`src/rtl/aukv_lsu.sv`:
```
// ----------------------------------------------------------------------------
// aukv_lsu -- load/store and write-back staging unit (RV32I, 5-stage pipe)
//
// Takes the execute-stage ALU result either as a pass-through rd value or as
// the effective address of a load/store. Memory ops run one outstanding
// req/ack transaction on the data bus with byte-lane steering, load sign/zero
// extension and alignment checking. Results are registered toward write-back.
//
// Ports
//   i_clk, i_rstn           clock (rising edge), async active-low reset
//   i_valid                 execute stage presents an instruction
//   i_load / i_store        instruction class (mutually exclusive)
//   i_funct3                access width/sign (B, H, W, BU, HU)
//   i_alu_result            effective address, or rd value for non-mem ops
//   i_store_data            rs2 value for stores
//   i_rd                    destination register index
//   o_stall                 unit busy, upstream holds its instruction
//   o_dmem_*                data bus request (held until i_dmem_ack)
//   i_dmem_ack/i_dmem_rdata bus completion and read word
//   o_wb_*                  one-cycle retire toward the register file
//   o_fault                 one-cycle pulse: misaligned or illegal mem op
// ----------------------------------------------------------------------------
module aukv_lsu (
    input  logic        i_clk,
    input  logic        i_rstn,
    input  logic        i_valid,
    input  logic        i_load,
    input  logic        i_store,
    input  logic [2:0]  i_funct3,
    input  logic [31:0] i_alu_result,
    input  logic [31:0] i_store_data,
    input  logic [4:0]  i_rd,
    output logic        o_stall,
    output logic        o_dmem_req,
    output logic        o_dmem_we,
    output logic [31:0] o_dmem_addr,
    output logic [3:0]  o_dmem_be,
    output logic [31:0] o_dmem_wdata,
    input  logic        i_dmem_ack,
    input  logic [31:0] i_dmem_rdata,
    output logic        o_wb_valid,
    output logic        o_wb_we,
    output logic [4:0]  o_wb_rd,
    output logic [31:0] o_wb_data,
    output logic        o_fault
);

    typedef enum logic {
        ST_IDLE = 1'b0,
        ST_WAIT = 1'b1
    } state_t;

    localparam logic [2:0] F3_B  = 3'b000;
    localparam logic [2:0] F3_H  = 3'b001;
    localparam logic [2:0] F3_W  = 3'b010;
    localparam logic [2:0] F3_BU = 3'b100;
    localparam logic [2:0] F3_HU = 3'b101;

    state_t      state, state_nxt;

    // Transaction context captured at accept time.
    logic [31:0] addr_q;
    logic [2:0]  funct3_q;
    logic [4:0]  rd_q;
    logic        store_q;

    logic        is_mem;
    logic        illegal, misaligned;
    logic        accept_alu, accept_fault, accept_mem, done;
    logic [3:0]  be_calc;
    logic [31:0] wdata_calc;
    logic [7:0]  byte_sel;
    logic [15:0] half_sel;
    logic [31:0] load_val;

    assign is_mem = i_load | i_store;

    // ------------------------------------------------------------------
    // Next-state and accept decode
    // ------------------------------------------------------------------
    always_comb begin
        // NOTE: every signal written here gets a default first, so no path
        // leaves one unassigned and no latch is inferred.
        state_nxt    = state;
        accept_alu   = 1'b0;
        accept_fault = 1'b0;
        accept_mem   = 1'b0;
        done         = 1'b0;
        illegal      = 1'b0;
        misaligned   = 1'b0;
        be_calc      = 4'b0000;
        wdata_calc   = i_store_data;

        unique case (i_funct3)
            F3_B, F3_BU: begin
                be_calc    = 4'b0001 << i_alu_result[1:0];
                wdata_calc = {4{i_store_data[7:0]}};
            end
            F3_H, F3_HU: begin
                be_calc    = 4'b0011 << i_alu_result[1:0];
                wdata_calc = {2{i_store_data[15:0]}};
                misaligned = i_alu_result[0];
            end
            F3_W: begin
                be_calc    = 4'b1111;
                misaligned = |i_alu_result[1:0];
            end
            default: illegal = 1'b1;
        endcase

        // Unsigned variants only exist for loads.
        if (i_store && (i_funct3 == F3_BU || i_funct3 == F3_HU))
            illegal = 1'b1;

        unique case (state)
            ST_IDLE: begin
                if (i_valid) begin
                    if (!is_mem) begin
                        accept_alu = 1'b1;
                    end else if (illegal || misaligned) begin
                        accept_fault = 1'b1;
                    end else begin
                        accept_mem = 1'b1;
                        state_nxt  = ST_WAIT;
                    end
                end
            end
            ST_WAIT: begin
                // Upstream inputs are ignored here; it holds them under stall.
                if (i_dmem_ack) begin
                    done      = 1'b1;
                    state_nxt = ST_IDLE;
                end
            end
            default: state_nxt = ST_IDLE;
        endcase
    end

    // ------------------------------------------------------------------
    // Load lane selection and extension from the registered address
    // ------------------------------------------------------------------
    always_comb begin
        unique case (addr_q[1:0])
            2'd0:    byte_sel = i_dmem_rdata[7:0];
            2'd1:    byte_sel = i_dmem_rdata[15:8];
            2'd2:    byte_sel = i_dmem_rdata[23:16];
            default: byte_sel = i_dmem_rdata[31:24];
        endcase
        half_sel = addr_q[1] ? i_dmem_rdata[31:16] : i_dmem_rdata[15:0];

        unique case (funct3_q)
            F3_B:    load_val = {{24{byte_sel[7]}}, byte_sel};
            F3_BU:   load_val = {24'h0, byte_sel};
            F3_H:    load_val = {{16{half_sel[15]}}, half_sel};
            F3_HU:   load_val = {16'h0, half_sel};
            default: load_val = i_dmem_rdata;
        endcase
    end

    // ------------------------------------------------------------------
    // State register
    // ------------------------------------------------------------------
    always_ff @(posedge i_clk or negedge i_rstn) begin
        // NOTE: sequential state uses non-blocking assignments so every
        // register samples pre-edge values regardless of block order.
        if (!i_rstn) state <= ST_IDLE;
        else         state <= state_nxt;
    end

    // ------------------------------------------------------------------
    // Bus request context and write-back registers
    // ------------------------------------------------------------------
    always_ff @(posedge i_clk or negedge i_rstn) begin
        if (!i_rstn) begin
            addr_q       <= '0;
            funct3_q     <= '0;
            rd_q         <= '0;
            store_q      <= 1'b0;
            o_dmem_be    <= '0;
            o_dmem_wdata <= '0;
            o_wb_valid   <= 1'b0;
            o_wb_we      <= 1'b0;
            o_wb_rd      <= '0;
            o_wb_data    <= '0;
            o_fault      <= 1'b0;
        end else begin
            o_wb_valid <= 1'b0;
            o_fault    <= 1'b0;

            if (accept_alu) begin
                o_wb_valid <= 1'b1;
                o_wb_we    <= (i_rd != 5'd0);
                o_wb_rd    <= i_rd;
                o_wb_data  <= i_alu_result;
            end

            if (accept_fault)
                o_fault <= 1'b1;

            if (accept_mem) begin
                addr_q       <= i_alu_result;
                funct3_q     <= i_funct3;
                rd_q         <= i_rd;
                store_q      <= i_store;
                o_dmem_be    <= be_calc;
                o_dmem_wdata <= i_store ? wdata_calc : 32'h0;
            end

            if (done) begin
                o_wb_valid <= 1'b1;
                o_wb_rd    <= rd_q;
                if (store_q) begin
                    o_wb_we   <= 1'b0;
                    o_wb_data <= 32'h0;
                end else begin
                    o_wb_we   <= (rd_q != 5'd0);
                    o_wb_data <= load_val;
                end
            end
        end
    end

    // Request and stall derive straight from the state register, so reset
    // drops them immediately.
    assign o_stall     = (state == ST_WAIT);
    assign o_dmem_req  = (state == ST_WAIT);
    assign o_dmem_we   = store_q;
    assign o_dmem_addr = {addr_q[31:2], 2'b00};

endmodule

```
`config.mk`:
```
export PLATFORM = sky130hd
export DESIGN_NAME = aukv_lsu
export DESIGN_NICKNAME = d
export VERILOG_FILES = /design/src/rtl/aukv_lsu.sv
export SDC_FILE = /design/constraint.sdc
export NUM_CORES = 1
export LEC_CHECK = 0
export ABC_AREA = 1
export ABC_CLOCK_PERIOD_IN_PS = 3700
export CORE_ASPECT_RATIO = 0.5
export CORE_UTILIZATION = 49
export DETAILED_ROUTE_END_ITERATION = 10
export GPL_TIMING_DRIVEN = 0
export PLACE_DENSITY = 0.87
export SLEW_MARGIN = 20
export SYNTH_ARGS = -nofsm -noshare
export SYNTH_HDL_FRONTEND = slang
export SYNTH_SLANG_ARGS = --single-unit
```
`constraint.sdc`:
```
create_clock -name i_clk -period 3.7 [get_ports i_clk]
set_input_delay 0.555 -clock i_clk [delete_from_list [all_inputs] [get_ports i_clk]]
set_output_delay 0.555 -clock i_clk [all_outputs]
set_load 0.05 [all_outputs]
```
==> run summary <==
The run finished with clean final reports. The initial antenna violation count was 0. The most used flip-flop cell after synthesis is dfrtp_1. The detail route stage leaves a number of antenna-violating nets equal to 0.

The number of DRC markers after the initial detailed-route iteration came out at 480. Total power for the finished layout comes to 0.00622 W. The number of cell rows came out at 28. The kind of start point of the critical path is a flip-flop.

Tracing the worst setup path back leads to its startpoint at o_dmem_req. The worst IR drop on VDD came out at between 0.4 and 0.5 mV. From synthesis to final layout, the design area changed by 49.4%. The number of port buffers came out at 216. For this run, the post-layout net count is 1148. Each instance of the synthesized netlist takes up on average 7.56 µm². The number of buffers inserted during clock tree synthesis came out at 17. The number of optimization iterations in the first detailed-route pass is 5. The worst slew margin relative to its limit came out at 60.2%. In the finished design, the share of the clock period the worst path needs comes to 61.5%. TritonCTS built the clock tree. The effective utilization at floorplan came out at 50.9%. The worst hold path belongs to the class input port to async pin.

CTS placed an instance of clkbuf_16 at the clock tree root. Clock-pin slew was measured on the worst setup and hold paths at 60 ps. The region available for standard cell placement spans 11900 µm². The number of maximum-capacitance violations came out at 0.

The number of top-level pins is 221. The share of the synthesized area in compound gates (AO/OA/AOI/OAI) came out at 14.7%. The total wirelength of the detailed-routed design came out at 20700 µm. Counting along the longest clock path gives a buffer depth of 2. STA classifies the critical path endpoint as a primary output.

The number of cells on the worst reg-to-reg path is 5. For the worst setup path, the data arrival time is 1720 ps. The number of failing hold endpoints at the final stage is 0.

The clock latency of the later-clocked register in the worst-skew pair is 410 ps. The cell count after synthesis came out at 801. Leaving out fill and tap cells, the most frequent cells in the layout are nand2_1 (238), clkdlybuf4s50_1 (215), dfrtp_1 (118). The final standard cell utilization of the core is 76.0%. The via count normalized by instance count is 5.32. The reported leakage power came out at about 4.2 nW. After synthesis, the largest family of logic cells by area is simple AND/OR/NAND/NOR gates.

The power per standard cell area came out at 688 nW/µm². The die covers 12800 µm². After synthesis, the share of cell area in mux cells is 0%.

The global-route wire length before repair came out at 32600 µm. The footprint of the flip-flops and latches came out at 2950 µm². For the pin with the worst max-slew slack, the measured transition is 596 ps. The number of enable-type register cells in the synthesized netlist came out at 0. Setup violations remaining at the end of the flow were counted as 0.

The clock period minus worst slack came out at 2270 ps. Data on the critical path is required at its endpoint by 3140 ps. The number of levels the H-tree was split into is 4. For flop-to-flop paths, the worst setup slack is about 1600 ps. The area occupied by multi-input gates is roughly 2500 µm². The final number of max-transition violations came to 0. The share of synthesized registers carrying an async set or reset came out at 100%. In this run, post-CTS repair resized a total of 0 instances.

The last weighted congestion value of the routability-driven placer came out at 0.898. The post-route DRC violation count came out at 0. The largest net degree at the start of global routing came out at 83. After Yosys synthesis, and, or, nand and nor cells account for around a quarter of the synthesized area.

The count of yosys warnings during synthesis is 0. The global-route congestion overflow total is 0. The height of the die is 80.6 µm. The filler cell count in the final layout is 888. The synthesized area came out at slightly above 6000 µm². The hold-fix buffer count after cts came out at 0.

The library cell used most frequently in the layout, excluding fill and tap cells, is nand2_1. The number of library cell types mapped by synthesis is 26. The fraction of final layout cells with drive strength greater than 1 is under 10%. The proportion of synthesized chip area in sequential cells is 48.8%. Counting flops and latches in the post-synthesis netlist gives 118. Global routing consumed, over all layers together, 33.2% of the routing resources.

The final-layout setup total negative slack came out at 0 ps. The routed layout has 6473 vias. The arithmetic-cell share of the synthesized area counting full adders, half adders and majority gates is 0%. The repair_antennas step left the layout with diodes totalling 0. The maximum frequency from static timing analysis is ~440 MHz. The die width came out at 159 µm.

The worst setup path is of the flip-flop to primary output kind. Along the worst path, the maximum fanout reaches 4. The count of clock tree sinks came out at about 120. The post-synthesis xor/xnor area fraction came out at 0%. The via count of the first global-routing pass is about 6.5k. The worst reg2reg path startpoint is o_dmem_req.

On the final layout, the worst hold slack is 29.2 ps. Setup repair after global routing left no endpoint under its margin. The number of setup buffers added after CTS came out at 0. The half-perimeter wire length of the detailed placement result came out at 15500 µm.

The average wire length per cell after detail routing is ~17 µm. The worst clock skew on the final layout is 9.60 ps.
## critical path, cell delays in order, from the launching register on
cell             delay [ps]
dfrtp_1                 400
buf_4                   120
clkdlybuf4s50_1         790
## through the flow
| stage | worst slack, ps | cell area [µm²] | std cells |
|---|---|---|---|
| final | 1430 | 9050 | 1216 |
| after global routing | 1350 | 9050 | 1216 |
| after CTS | 1430 | 9050 | 1216 |
| after detailed placement | 1100 | 8460 | 1184 |
| after global placement | -2320 | 8430 | 1183 |
| after floorplan | 1930 | 6060 | 802 |
## sequential cells by signal, indices dropped and copies added (netlist names), 3 cells and up
name	flops
addr_q	32
funct3_q	3
o_dmem_be	4
o_dmem_wdata	32
o_wb_data	32
o_wb_rd	5
rd_q	5
## Yosys cell counts, types with 2 or more instances
| library cell | number | area share [%] |
|---|---|---|
| a21oi_1 | 47 | 3.9 |
| a31oi_1 | 6 | 0.62 |
| buf_2 | 12 | 0.99 |
| buf_4 | 35 | 4.3 |
| buf_6 | 5 | 0.93 |
| clkbuf_1 | 23 | 1.4 |
| clkbuf_2 | 2 | 0.17 |
| dfrtp_1 | 118 | 49 |
| inv_1 | 34 | 2.1 |
| nand2_1 | 238 | 15 |
| nand2_2 | 2 | 0.21 |
| nand2_4 | 2 | 0.37 |
| nand3_1 | 47 | 3.9 |
| nor2_1 | 100 | 6.2 |
| nor2_2 | 3 | 0.31 |
| nor3_1 | 3 | 0.25 |
| o2111ai_1 | 2 | 0.29 |
| o211ai_1 | 4 | 0.50 |
| o21ai_0 | 85 | 7.0 |
| o21ai_1 | 26 | 2.1 |
| or2_2 | 2 | 0.21 |
## cells by family after synthesis
kind of cell,count (synthesis)
compound gates,171
buf+inv,113
flops,118
other cells,1
simple gates,398
## layer usage
metal / global-route usage, % / wire length [µm] / vias up
met5: 0 / 0 / -
met4: 14.9 / 561 / 0
met3: 7.64 / 1590 / 52
met2: 56.5 / 9900 / 302
met1: 40.9 / 8690 / 3076
li1: - / - / 3043
## worst paths after layout
path | to
setup / recovery | o_stall
hold / removal | o_dmem_wdata[23]
setup reg to reg | o_wb_we
hold reg to reg | addr_q[15]
max in group asynchronous | o_wb_data[29]
min in group i_clk | addr_q[15]
## where the power goes
group	internal [W]	total (W)	switching [W]
Clock	0.00102	0.00164	0.000625
Combinational	0.000954	0.00276	0.00181
Sequential	0.00161	0.00181	0.000204
## cell type report
cell class / instances / area share (%)
flip-flops and latches: 118 / 32.6
clock inverters: 13 / 1.63
multi-input cells: 571 / 27.6
well taps: 165 / 2.28
clock buffers: 19 / 4.89
inverters: 36 / 1.52
repair buffers: 217 / 24.2
plain buffers: 77 / 5.25
Note: power is estimated with default switching activity, not from simulation.
